## src/rtl/cache_mem_arbiter_if.sv

```systemverilog
// -----------------------------------------------------------------------------
// cache_mem_arbiter_if
//
// Bundles every bus signal around the shared RAM port arbiter: the icache and
// dcache miss-path request/response signals and the memory-side RAM port.
//
// Modports:
//   master : arbiter view. Takes the cache requests and RAM responses as
//            inputs and drives the cache responses and RAM commands.
//   slave  : environment view (icache, dcache and RAM together). Opposite
//            directions to master.
//
// Signals (ADDR_W / DATA_W wide where not 1 bit):
//   iREN, iaddr                  icache read request and address
//   iwait, iload                 icache wait and read data
//   dREN, dWEN, daddr, dstore    dcache read/write request, address, write data
//   dwait, dload                 dcache wait and read data
//   ramREN, ramWEN, ramaddr,
//   ramstore                     RAM command port
//   ramload, ramstate            RAM read data and status (FREE/BUSY/ACCESS/ERROR)
// -----------------------------------------------------------------------------
interface cache_mem_arbiter_if #(
    parameter int ADDR_W = 32,
    parameter int DATA_W = 32
);
    logic              iREN;
    logic [ADDR_W-1:0] iaddr;
    logic              iwait;
    logic [DATA_W-1:0] iload;

    logic              dREN;
    logic              dWEN;
    logic [ADDR_W-1:0] daddr;
    logic [DATA_W-1:0] dstore;
    logic              dwait;
    logic [DATA_W-1:0] dload;

    logic              ramREN;
    logic              ramWEN;
    logic [ADDR_W-1:0] ramaddr;
    logic [DATA_W-1:0] ramstore;
    logic [DATA_W-1:0] ramload;
    logic [1:0]        ramstate;

    modport master (
        input  iREN, iaddr,
        output iwait, iload,
        input  dREN, dWEN, daddr, dstore,
        output dwait, dload,
        output ramREN, ramWEN, ramaddr, ramstore,
        input  ramload, ramstate
    );

    modport slave (
        output iREN, iaddr,
        input  iwait, iload,
        output dREN, dWEN, daddr, dstore,
        input  dwait, dload,
        input  ramREN, ramWEN, ramaddr, ramstore,
        output ramload, ramstate
    );
endinterface

```

## src/rtl/cache_mem_arbiter.sv

```systemverilog
// -----------------------------------------------------------------------------
// cache_mem_arbiter
//
// Arbitrates the single shared RAM port between the read-only instruction
// cache and the read/write data cache. One requester owns the port from the
// cycle after it is granted until the RAM reports ACCESS (completion) or the
// owner withdraws its request; every grant returns through IDLE, which is the
// one-cycle arbitration turnaround.
//
// Optional feature macro:
//   CACHE_ARB_RR_EN  defined  : round-robin on simultaneous requests (the side
//                               that did not complete last wins).
//                    undefined: fixed priority, the dcache wins every tie.
//
// Ports:
//   CLK  in  system clock, rising edge
//   RST  in  synchronous active-high reset
//   bus      cache_mem_arbiter_if.master (cache requests/responses + RAM port)
// -----------------------------------------------------------------------------
module cache_mem_arbiter #(
    parameter int ADDR_W = 32,
    parameter int DATA_W = 32
) (
    input  logic                 CLK,
    input  logic                 RST,
    cache_mem_arbiter_if.master  bus
);

    typedef enum logic [1:0] {
        ST_IDLE   = 2'd0,
        ST_IGRANT = 2'd1,
        ST_DGRANT = 2'd2
    } state_e;

    localparam logic [1:0] RAM_ACCESS = 2'd2;

    state_e state_q, state_d;
    logic   last_d_q, last_d_d;   // 1 when the dcache completed the last access

    logic ireq;
    logic dreq;
    logic access;
    logic i_done;
    logic d_done;

    logic              ram_ren_c;
    logic              ram_wen_c;
    logic [ADDR_W-1:0] ram_addr_c;
    logic [DATA_W-1:0] ram_store_c;
    logic [DATA_W-1:0] iload_c;
    logic [DATA_W-1:0] dload_c;
    logic              iwait_c;
    logic              dwait_c;

    assign ireq   = bus.iREN;
    assign dreq   = bus.dREN | bus.dWEN;
    assign access = (bus.ramstate == RAM_ACCESS);

    // Completion needs the owner still requesting in the ACCESS cycle.
    assign i_done = (state_q == ST_IGRANT) && access && ireq;
    assign d_done = (state_q == ST_DGRANT) && access && dreq;

    // State register
    always_ff @(posedge CLK) begin
        if (RST) begin
            state_q  <= ST_IDLE;
            last_d_q <= 1'b0;
        end else begin
            state_q  <= state_d;
            last_d_q <= last_d_d;
        end
    end

    // Next-state logic
    always_comb begin
        state_d  = state_q;
        last_d_d = last_d_q;
        case (state_q)
            ST_IDLE: begin
                if (ireq && dreq) begin
`ifdef CACHE_ARB_RR_EN
                    state_d = last_d_q ? ST_IGRANT : ST_DGRANT;
`else
                    state_d = ST_DGRANT;
`endif
                end else if (dreq) begin
                    state_d = ST_DGRANT;
                end else if (ireq) begin
                    state_d = ST_IGRANT;
                end
            end
            ST_IGRANT: begin
                // A withdrawn request is not a completion: last_d untouched.
                if (!ireq) begin
                    state_d = ST_IDLE;
                end else if (access) begin
                    state_d  = ST_IDLE;
                    last_d_d = 1'b0;
                end
            end
            ST_DGRANT: begin
                if (!dreq) begin
                    state_d = ST_IDLE;
                end else if (access) begin
                    state_d  = ST_IDLE;
                    last_d_d = 1'b1;
                end
            end
            default: begin
                state_d = ST_IDLE;
            end
        endcase
    end

    // Output logic
    always_comb begin
        ram_ren_c   = 1'b0;
        ram_wen_c   = 1'b0;
        ram_addr_c  = '0;
        ram_store_c = '0;
        case (state_q)
            ST_IGRANT: begin
                ram_ren_c  = bus.iREN;
                ram_addr_c = bus.iaddr;
            end
            ST_DGRANT: begin
                ram_addr_c  = bus.daddr;
                ram_store_c = bus.dstore;
                // Write takes precedence when both enables are raised.
                ram_wen_c   = bus.dWEN;
                ram_ren_c   = bus.dREN & ~bus.dWEN;
            end
            default: begin
            end
        endcase

        iwait_c = ireq & ~((state_q == ST_IGRANT) && access);
        dwait_c = dreq & ~((state_q == ST_DGRANT) && access);
        iload_c = i_done ? bus.ramload : '0;
        dload_c = d_done ? bus.ramload : '0;
    end

    assign bus.ramREN   = ram_ren_c;
    assign bus.ramWEN   = ram_wen_c;
    assign bus.ramaddr  = ram_addr_c;
    assign bus.ramstore = ram_store_c;
    assign bus.iwait    = iwait_c;
    assign bus.iload    = iload_c;
    assign bus.dwait    = dwait_c;
    assign bus.dload    = dload_c;

endmodule

```

## src/flat_wrapper.sv

```systemverilog
// flat-port wrapper written by rule: the top's interface ports become plain ports
module cache_mem_arbiter_flat 
#(
    parameter int ADDR_W = 32,
    parameter int DATA_W = 32
)
  (CLK, RST, bus_iREN, bus_iaddr, bus_iwait, bus_iload, bus_dREN, bus_dWEN, bus_daddr, bus_dstore, bus_dwait, bus_dload, bus_ramREN, bus_ramWEN, bus_ramaddr, bus_ramstore, bus_ramload, bus_ramstate);
  cache_mem_arbiter_if #(.ADDR_W(ADDR_W), .DATA_W(DATA_W)) bus_i ();
  input  logic CLK;
  input  logic RST;
  input wire logic [$bits(bus_i.iREN)-1:0] bus_iREN;
  input wire logic [$bits(bus_i.iaddr)-1:0] bus_iaddr;
  output wire logic [$bits(bus_i.iwait)-1:0] bus_iwait;
  output wire logic [$bits(bus_i.iload)-1:0] bus_iload;
  input wire logic [$bits(bus_i.dREN)-1:0] bus_dREN;
  input wire logic [$bits(bus_i.dWEN)-1:0] bus_dWEN;
  input wire logic [$bits(bus_i.daddr)-1:0] bus_daddr;
  input wire logic [$bits(bus_i.dstore)-1:0] bus_dstore;
  output wire logic [$bits(bus_i.dwait)-1:0] bus_dwait;
  output wire logic [$bits(bus_i.dload)-1:0] bus_dload;
  output wire logic [$bits(bus_i.ramREN)-1:0] bus_ramREN;
  output wire logic [$bits(bus_i.ramWEN)-1:0] bus_ramWEN;
  output wire logic [$bits(bus_i.ramaddr)-1:0] bus_ramaddr;
  output wire logic [$bits(bus_i.ramstore)-1:0] bus_ramstore;
  input wire logic [$bits(bus_i.ramload)-1:0] bus_ramload;
  input wire logic [$bits(bus_i.ramstate)-1:0] bus_ramstate;
  assign bus_i.iREN = bus_iREN;
  assign bus_i.iaddr = bus_iaddr;
  assign bus_iwait = bus_i.iwait;
  assign bus_iload = bus_i.iload;
  assign bus_i.dREN = bus_dREN;
  assign bus_i.dWEN = bus_dWEN;
  assign bus_i.daddr = bus_daddr;
  assign bus_i.dstore = bus_dstore;
  assign bus_dwait = bus_i.dwait;
  assign bus_dload = bus_i.dload;
  assign bus_ramREN = bus_i.ramREN;
  assign bus_ramWEN = bus_i.ramWEN;
  assign bus_ramaddr = bus_i.ramaddr;
  assign bus_ramstore = bus_i.ramstore;
  assign bus_i.ramload = bus_ramload;
  assign bus_i.ramstate = bus_ramstate;
  cache_mem_arbiter #(.ADDR_W(ADDR_W), .DATA_W(DATA_W)) u_core (.CLK(CLK), .RST(RST), .bus(bus_i));
endmodule
```

## config.mk

```make
export PLATFORM = sky130hd
export DESIGN_NAME = cache_mem_arbiter_flat
export DESIGN_NICKNAME = d
export VERILOG_FILES = /design/src/rtl/cache_mem_arbiter_if.sv /design/src/rtl/cache_mem_arbiter.sv /design/src/flat_wrapper.sv
export SDC_FILE = /design/constraint.sdc
export NUM_CORES = 1
export LEC_CHECK = 0
export ABC_AREA = 1
export BUFFER_PORTS_ARGS = -buffer_cell sky130_fd_sc_hd__buf_4
export CORE_AREA = 3 3 102 104
export DETAILED_ROUTE_END_ITERATION = 16
export DIE_AREA = 0 0 105 107
export PLACE_DENSITY = 0.52
export SYNTH_ARGS = -nofsm -noshare
export SYNTH_HDL_FRONTEND = slang
export SYNTH_SLANG_ARGS = --single-unit
```

## constraint.sdc

```tcl
create_clock -name CLK -period 1.7 [get_ports CLK]
set_input_delay 0.17 -clock CLK [delete_from_list [all_inputs] [get_ports CLK]]
set_output_delay 0.17 -clock CLK [all_outputs]
set_load 0.02 [all_outputs]
```

=== Word level (Yosys, flattened, before mapping) ===
Cells that the tools add are included.

* Register bits after elaboration: 2
* Word-level logic and storage cells: 31

* Eq/ne operators: 4
* Mux-type cells: 13
* Bitwise logic cells: 7
* Reduce and logical (&&, ||, !) cells: 6

{| class="wikitable"
|+ Operator list
! cell !! number
|-
| $mux W32 || 3
|-
| $pmux W32 S2 || 1
|-
| $mux W2 || 6
|-
| $pmux W2 S3 || 1
|-
| $logic_and A1 B1 Y1 || 5
|-
| $eq A2 B2 Y1 const B || 2
|-
| $ne A4 B2 Y1 const B || 1
|-
| $and A1 B1 Y1 || 3
|-
| $not A1 Y1 || 3
|-
| $eq A2 B1 Y1 const B || 1
|-
| $logic_not A2 Y1 || 1
|-
| $pmux W1 S2 || 1
|-
| $mux W1 || 1
|-
| $or A1 B1 Y1 || 1
|}

=== Logic depth before layout (Yosys ltp) ===
Gate-level depths: netlist (run 1).

* Depth in word-level cells: 4
* Depth in mapped cells: 9

=== Least setup slack after synthesis (run 1) ===
OpenSTA, ideal clock, no wires.

* Path kind: register -> output
* Start: reg u_core.state_q[0]
* End: out bus_ramaddr[0]
* Arrival: 1.334 ns
* Required time: 1.530 ns
* Slack: 0.196 ns
* Stages on the path, launching flop included: 7
* Buffers on the path: 2
* Cell sequence: dfxtp_1 inv_1 ha_1 buf_4 buf_4 nand2_1 a21oi_1

* Word-level cells in the longest chain between the ends: 2
* Elaborated cells between the ends (all ways): 3

{| class="wikitable"
|+ RTL lines
! element !! RTL line !! source
|-
| start, declared || cache_mem_arbiter.sv:37 || <nowiki>state_e state_q, state_d;</nowiki>
|-
| start signal, assigned || cache_mem_arbiter.sv:69 || <nowiki>state_q <= state_d;</nowiki>
|-
| $eq A2 B2 Y1 / $eq A2 B1 Y1 (equally long branches) || cache_mem_arbiter.sv:121 || <nowiki>case (state_q)</nowiki>
|-
| $pmux W32 S2 (*) || cache_mem_arbiter.sv:121 ||
|-
| end, declared || flat_wrapper.sv:23 || <nowiki>output wire logic [$bits(bus_i.ramaddr)-1:0] bus_ramaddr;</nowiki>
|}

Every way passes the cells marked *; elsewhere a longest branch is shown, timed or not.

=== Worst setup path in the final report (run 1) ===
* Start: reg u_core.state_q[0]
* End: out bus_ramREN

* Word-level cells in the longest chain between the ends: 2
* Elaborated cells between the ends (all ways): 3

{| class="wikitable"
|+ RTL lines
! element !! RTL line !! source
|-
| $eq A2 B2 Y1 / $eq A2 B1 Y1 (equally long branches) || cache_mem_arbiter.sv:121 ||
|-
| $pmux W1 S2 (*) || cache_mem_arbiter.sv:121 ||
|-
| end, declared || flat_wrapper.sv:21 || <nowiki>output wire logic [$bits(bus_i.ramREN)-1:0] bus_ramREN;</nowiki>
|}

Marks and branches as above.

==> impl_metrics.xml, run 1 <==
<?xml version="1.0" encoding="UTF-8"?>
<metrics>
  <group name="routing">
    <metric name="drc" unit="">0</metric>
    <metric name="ant_nets" unit="">0</metric>
    <metric name="wire_per_inst" unit="µm">12.79</metric>
    <metric name="iteration_0_drc_markers" unit="">161</metric>
    <metric name="vias_per_cell" unit="">3.845</metric>
    <metric name="detail_route.wirelength" unit="mm">9.096</metric>
    <metric name="tritonroute_pass_1_iters" unit="">4</metric>
    <metric name="detailroute.via_count" unit="">2734</metric>
  </group>
  <group name="global_routing">
    <metric name="grt_pass1_wl" unit="mm">13.52</metric>
    <metric name="grt_antenna_before_repair" unit="">0</metric>
    <metric name="global_route.usage.total" unit="%">14.45</metric>
    <metric name="overflow" unit="">0</metric>
    <metric name="grt_max_degree" unit="">40</metric>
    <metric name="number_of_global_route_vias_before_repair" unit="">2596</metric>
  </group>
  <group name="sta">
    <metric name="drv_slew" unit="">0</metric>
    <metric name="clock_skews" unit="ns">0.0005846</metric>
    <metric name="worst_pin_slew" unit="ns">0.2298</metric>
    <metric name="max_freq" unit="MHz">605.8</metric>
    <metric name="maxSlewHeadroom" unit="%">84.68</metric>
    <metric name="layout_min_cycle_time" unit="ns">1.651</metric>
    <metric name="finalHoldViolations" unit="">0</metric>
    <metric name="total_setup_violations_reported_at_the_end_of_the_flow" unit="">0</metric>
    <metric name="rsz_0062_raised_after_global_routing" unit="">true</metric>
    <metric name="final.period_utilization" unit="%">97.10</metric>
  </group>
  <group name="synthesis">
    <metric name="synthCells" unit="">321</metric>
    <metric name="total_of_warnings_raised_by_yosys" unit="">0</metric>
    <metric name="synthesis.nets" unit="">460</metric>
    <metric name="syn-mean-instance-area" unit="µm²">4.249</metric>
    <metric name="yosysSeqAreaShare" unit="%">2.936</metric>
    <metric name="synth_cell_type_count" unit="">13</metric>
    <metric name="netlist_area" unit="µm²">1364</metric>
    <metric name="ys_ff_latch" unit="">2</metric>
  </group>
  <group name="cells_and_area">
    <metric name="n_antenna_cell" unit="">0</metric>
    <metric name="largest_register_ffs" unit="">2</metric>
    <metric name="mostFrequentLayoutCell" unit="">buf_4</metric>
    <metric name="layout_top_registers" unit="">u_core.state_q (2)</metric>
    <metric name="syn_to_final_growth" unit="%">168.9</metric>
    <metric name="layout.cells.most_common_list" unit="">266 x buf_4, 114 x nand2_1, 70 x inv_1</metric>
    <metric name="drive_gt1_share" unit="%">50.00</metric>
    <metric name="register_bank_with_the_most_flops" unit="">u_core.state_q</metric>
    <metric name="final.fill_count" unit="">1103</metric>
    <metric name="layoutNonFillerInstCount" unit="">711</metric>
    <metric name="finalInstanceArea" unit="µm²">3667</metric>
    <metric name="finish.net_count" unit="">719</metric>
  </group>
  <group name="pwr">
    <metric name="power_density" unit="nW/µm²">342.9</metric>
    <metric name="p_leak" unit="nW">2.330</metric>
    <metric name="vdd_drop_max" unit="mV">0.2598</metric>
  </group>
  <group name="status">
    <metric name="run_status" unit="">finished clean</metric>
  </group>
  <group name="clock_tree">
    <metric name="clk-insertion-delay-late" unit="ns">0.21</metric>
    <metric name="cts_root_buf" unit="">clkbuf_8</metric>
    <metric name="post-cts-setup-buffers" unit="">0</metric>
    <metric name="clk_pin_slew" unit="ns">0.03</metric>
    <metric name="clock_sinks" unit="">2</metric>
    <metric name="post_cts_hold_buffer_count" unit="">0</metric>
    <metric name="cts-root-to-sink-buffers" unit="">2</metric>
    <metric name="tritoncts" unit="">yes</metric>
    <metric name="htreeDepth" unit="">1</metric>
    <metric name="cts_inserted_buffers" unit="">3</metric>
  </group>
  <group name="setup_path">
    <metric name="cp.required" unit="ns">1.53</metric>
    <metric name="rrSetupSlack" unit="ns">0.34</metric>
    <metric name="setup.worst_path.class" unit="">reg -&gt; out</metric>
    <metric name="critical_path.endpoint_type" unit="">output pin</metric>
    <metric name="critPathMaxFanout" unit="">14</metric>
    <metric name="cp.arrival" unit="ns">1.48</metric>
    <metric name="start_kind" unit="">flop</metric>
  </group>
  <group name="die">
    <metric name="floorplan.initialDensity" unit="%">14.15</metric>
    <metric name="die-width" unit="µm">105</metric>
    <metric name="dieHeight" unit="µm">107</metric>
    <metric name="die_area" unit="µm²">11240</metric>
    <metric name="row_count" unit="">36</metric>
    <metric name="floorplan.io_pins" unit="">267</metric>
    <metric name="design.core.area" unit="µm²">9639</metric>
  </group>
  <group name="placement">
    <metric name="hpwl" unit="mm">7.174</metric>
    <metric name="numPortBuffers" unit="">266</metric>
    <metric name="routabilityCongestion" unit="">0.8301</metric>
    <metric name="placed_area" unit="µm²">3533</metric>
    <metric name="post-place-cells" unit="">706</metric>
  </group>
  <group name="job">
    <metric name="drv_cap" unit="">0</metric>
  </group>
  <group name="hold_path">
    <metric name="hold_class" unit="">in -&gt; reg</metric>
  </group>
</metrics>
repair_timing:
item,in CTS,in global routing
cloned,1,1
gates resized for setup,8,4
hold endpoints to repair,0,0
setup endpoints to repair,36,55
stage by stage:
step / setup TNS, ns / util, % / hold slack, ns / setup WS, ns / power (W)
floorplan: 0 / - / 0.2391 / 0.1959 / 0.0005008
global placement: 0 / 36.66 / 0.3365 / 0.1556 / 0.001027
detailed placement: 0 / 36.66 / 0.3397 / 0.1590 / 0.001033
CTS: 0 / 37.72 / 0.1157 / 0.02551 / 0.001253
global route: -0.1505 / 38.05 / 0.1303 / -0.03488 / 0.001362
finish: 0 / 38.05 / 0.1196 / 0.04935 / 0.001257
worst max-delay path, cell delays in order (launching register included):
cell and delay (ns):
dfxtp_2 0.34, inv_2 0.09, ha_4 0.20, buf_12 0.15, nand2_1 0.07, o21a_1 0.16
nor2_1 0.10, buf_4 0.15
power breakdown:
| group | internal, W | switching [W] |
|---|---|---|
| registers | 0.0000530 | 0.00000783 |
| logic | 0.000490 | 0.000523 |
| clock network | 0.000149 | 0.0000340 |
cell usage after synthesis (all sizes together):
library cell	count	area, µm²
nand2	114	427.9
dfxtp	2	40.04
nor2	68	255.2
a21oi	36	180.2
o21a	1	7.510
nand3	3	25.02
inv	73	274.0
buf	20	103.9
ha	4	50.05
layout make-up:
| cell class | count | area, µm² | area share, % |
|---|---|---|---|
| timing repair buffer | 274 | 2161 | 58.92 |
| tap | 133 | 166.4 | 4.538 |
| sequential | 2 | 42.54 | 1.160 |
| inverter | 73 | 274.0 | 7.472 |
| multi-input combinational | 226 | 982.2 | 26.78 |
| clock buffer | 3 | 41.29 | 1.126 |
cell families after synthesis:
group	count (synthesis)	synth area share (%)
AOI/OAI and AO/OA	37	13.76
adders and majority gates	4	3.670
buffers and inverters	93	27.71
DFF	2	2.936
and+or+nand+nor	185	51.93
metal layers:
metal  part of all wire, %  GRT usage (%)  vias to the layer above
met5                     0              0                        -
met4                  0.53          1.687                        0
met2                    54          27.22                      123
li1                      -              -                     1429
met1                    39          17.66                     1178
met3                   6.3          2.348                        4
path summary, 6_finish.rpt:
path / startpoint / to / cells after the start
worst max-delay path: u_core.state_q[0] / bus_ramREN / 7
worst min-delay path: RST / u_core.state_q[0] / 2
worst max register to register: u_core.state_q[0] / u_core.state_q[1] / 9
worst min register to register: u_core.state_q[0] / u_core.state_q[0] / 2
Power figures use the tool's default switching activity.
==> run 2, diff against run 1 <==
--- a/config.mk
+++ b/config.mk
@@ -10,7 +10,7 @@
 export CORE_AREA = 3 3 102 104
 export DETAILED_ROUTE_END_ITERATION = 16
 export DIE_AREA = 0 0 105 107
-export PLACE_DENSITY = 0.52
+export PLACE_DENSITY = 0.54
 export SYNTH_ARGS = -nofsm -noshare
 export SYNTH_HDL_FRONTEND = slang
 export SYNTH_SLANG_ARGS = --single-unit
==> constraint.sdc (replaced) <==
create_clock -name CLK -period 1.37 [get_ports CLK]
set_input_delay 0.137 -clock CLK [delete_from_list [all_inputs] [get_ports CLK]]
set_output_delay 0.137 -clock CLK [all_outputs]
set_load 0.02 [all_outputs]
==> run 2 against run 1 <==
The flow now finishes with violations (negative setup slack). Largest power group unchanged. Critical path depth is 1 lower. Power is 82% higher. Critical endpoint is now bus_ramaddr[1]. Combinational power is 96% higher. Register-to-register slack worse by 0.28 ns. Sequential cell count stayed put. Sequential power is 16% higher.
==> impl_metrics.xml, run 2 (synthesis gave the netlist of run 1 again) <==
<?xml version="1.0" encoding="UTF-8"?>
<metrics>
  <group name="sta">
    <metric name="finalHoldViolations" unit="">0</metric>
    <metric name="drv_slew" unit="">0</metric>
    <metric name="rsz_0062_raised_after_global_routing" unit="">true</metric>
    <metric name="clock_skews" unit="ns">0.0008161</metric>
    <metric name="final.period_utilization" unit="%">117.1</metric>
    <metric name="max_freq" unit="MHz">623.6</metric>
    <metric name="postLayoutSetupSlackWorst" unit="ns">-0.2337</metric>
    <metric name="worst_pin_slew" unit="ns">0.2569</metric>
    <metric name="total_setup_violations_reported_at_the_end_of_the_flow" unit="">131</metric>
    <metric name="layout_min_cycle_time" unit="ns">1.604</metric>
    <metric name="maxSlewHeadroom" unit="%">82.85</metric>
  </group>
  <group name="clock_tree">
    <metric name="clk-insertion-delay-late" unit="ns">0.21</metric>
    <metric name="cts_root_buf" unit="">clkbuf_8</metric>
    <metric name="htreeDepth" unit="">1</metric>
    <metric name="cts-root-to-sink-buffers" unit="">2</metric>
    <metric name="post_cts_hold_buffer_count" unit="">0</metric>
    <metric name="clk_pin_slew" unit="ns">0.03</metric>
    <metric name="tritoncts" unit="">yes</metric>
    <metric name="clock_sinks" unit="">2</metric>
    <metric name="cts_inserted_buffers" unit="">3</metric>
  </group>
  <group name="global_routing">
    <metric name="number_of_global_route_vias_before_repair" unit="">2757</metric>
    <metric name="global_route.usage.total" unit="%">14.49</metric>
    <metric name="grt_pass1_wl" unit="mm">13.34</metric>
    <metric name="grt_antenna_before_repair" unit="">0</metric>
    <metric name="overflow" unit="">0</metric>
    <metric name="grt_max_degree" unit="">33</metric>
  </group>
  <group name="setup_path">
    <metric name="timing.critical_path.max_delay_family" unit="">buffers and inverters</metric>
    <metric name="start_kind" unit="">flop</metric>
    <metric name="slowest_stage" unit="">dfxtp_2</metric>
    <metric name="critical-path-max-stage-delay" unit="ns">0.33</metric>
    <metric name="cp.required" unit="ns">1.23</metric>
    <metric name="critPathMaxFanout" unit="">7</metric>
    <metric name="setup.worst_path.class" unit="">reg -&gt; out</metric>
    <metric name="cp.arrival" unit="ns">1.47</metric>
    <metric name="critical_path.endpoint_type" unit="">output pin</metric>
    <metric name="count_of_buffering_cells_on_the_critical_path_with_inverters_included" unit="">4</metric>
    <metric name="crit_path_cell_trace" unit="">inv_2, ha_4, inv_4, bufbuf_16, a21oi_4, buf_6</metric>
  </group>
  <group name="routing">
    <metric name="detail_route.wirelength" unit="mm">9.845</metric>
    <metric name="ant_nets" unit="">0</metric>
    <metric name="tritonroute_pass_1_iters" unit="">4</metric>
    <metric name="drc" unit="">0</metric>
    <metric name="iteration_0_drc_markers" unit="">106</metric>
    <metric name="vias_per_cell" unit="">4.012</metric>
    <metric name="detailroute.via_count" unit="">2961</metric>
    <metric name="wire_per_inst" unit="µm">13.34</metric>
  </group>
  <group name="cells_and_area">
    <metric name="largest_register_ffs" unit="">2</metric>
    <metric name="mostFrequentLayoutCell" unit="">buf_4</metric>
    <metric name="register_bank_with_the_most_flops" unit="">u_core.state_q</metric>
    <metric name="layout.cells.most_common_list" unit="">186 x buf_4, 98 x buf_6, 54 x nand2_1</metric>
    <metric name="finish.net_count" unit="">746</metric>
    <metric name="final.fill_count" unit="">908</metric>
    <metric name="finalInstanceArea" unit="µm²">5054</metric>
    <metric name="drive_gt1_share" unit="%">79.50</metric>
    <metric name="syn_to_final_growth" unit="%">270.6</metric>
    <metric name="n_antenna_cell" unit="">0</metric>
    <metric name="layout_top_registers" unit="">u_core.state_q (2)</metric>
    <metric name="layoutNonFillerInstCount" unit="">738</metric>
  </group>
  <group name="pwr">
    <metric name="vdd_drop_max" unit="mV">0.3354</metric>
    <metric name="p_leak" unit="nW">2.789</metric>
    <metric name="power_density" unit="nW/µm²">452.6</metric>
    <metric name="post-layout-total-power" unit="W">0.002287</metric>
  </group>
  <group name="placement">
    <metric name="placed_area" unit="µm²">3852</metric>
    <metric name="post-place-cells" unit="">718</metric>
    <metric name="routabilityCongestion" unit="">0.8124</metric>
    <metric name="hpwl" unit="mm">7.238</metric>
    <metric name="numPortBuffers" unit="">266</metric>
  </group>
  <group name="status">
    <metric name="run_status" unit="">finished with violations</metric>
    <metric name="violations_in_the_final_reports" unit="">negative setup slack</metric>
  </group>
  <group name="hold_path">
    <metric name="hold_class" unit="">in -&gt; reg</metric>
  </group>
  <group name="die">
    <metric name="design.core.area" unit="µm²">9639</metric>
    <metric name="die_area" unit="µm²">11240</metric>
    <metric name="floorplan.initialDensity" unit="%">14.15</metric>
    <metric name="row_count" unit="">36</metric>
    <metric name="dieHeight" unit="µm">107</metric>
    <metric name="die-width" unit="µm">105</metric>
    <metric name="floorplan.io_pins" unit="">267</metric>
  </group>
  <group name="job">
    <metric name="drv_cap" unit="">0</metric>
  </group>
</metrics>
[run 2: path summary, 6_finish.rpt]
| path | slack, ns | to | cells after the start | from |
|---|---|---|---|---|
| worst max register to register | 0.06 | u_core.state_q[1] | 9 | u_core.state_q[0] |
| worst min register to register | 0.73 | u_core.state_q[0] | 6 | u_core.state_q[0] |
| worst max-delay path | -0.23 | bus_ramaddr[1] | 6 | u_core.state_q[1] |
| worst min-delay path | 0.09 | u_core.state_q[0] | 2 | RST |
[run 2: cell type report]
| cell class | instances | area (µm²) | share of cell area, % |
|---|---|---|---|
| timing repair buffer | 301 | 2875 | 56.90 |
| inverter | 73 | 279.0 | 5.521 |
| multi-input combinational | 226 | 1649 | 32.63 |
| tap | 133 | 166.4 | 3.293 |
| sequential | 2 | 42.54 | 0.8418 |
| clock buffer | 3 | 41.29 | 0.8170 |
[run 2: through the flow]
step | utilization, % | TNS (ns) | hold slack (ns) | setup WS, ns
final | 52.43 | -20.05 | 0.09286 | -0.2337
after global routing | 52.43 | -28.67 | 0.09194 | -0.2904
after CTS | 45.52 | -19.41 | 0.09023 | -0.2361
after detailed placement | 39.97 | -3.626 | 0.3189 | -0.1336
after global placement | 39.97 | -1.587 | 0.3179 | -0.06886
after floorplan | - | -0.5183 | 0.2061 | -0.06390
[run 2: where the power goes]
group / internal (W) / switching, W
registers: 0.0000657 / 0.00000502
clock network: 0.000186 / 0.0000527
logic: 0.00101 / 0.000964
[run 2: metal layers]
layer | routed length, µm | vias up | track usage [%]
li1 | - | 1491 | -
met1 | 3267 | 1310 | 14.20
met2 | 5562 | 152 | 28.46
met3 | 928 | 8 | 5.780
met4 | 86 | 0 | 3.093
met5 | 0 | - | 0
[run 2: repair_timing]
action                                 4_1_cts  5_1_grt
endpoints found under the hold margin        0        0
setup buffers                                4        4
gates cloned                                 4        6
gates resized for setup                    101      178
setup endpoints to repair                  134      134
pin swaps                                    7       13
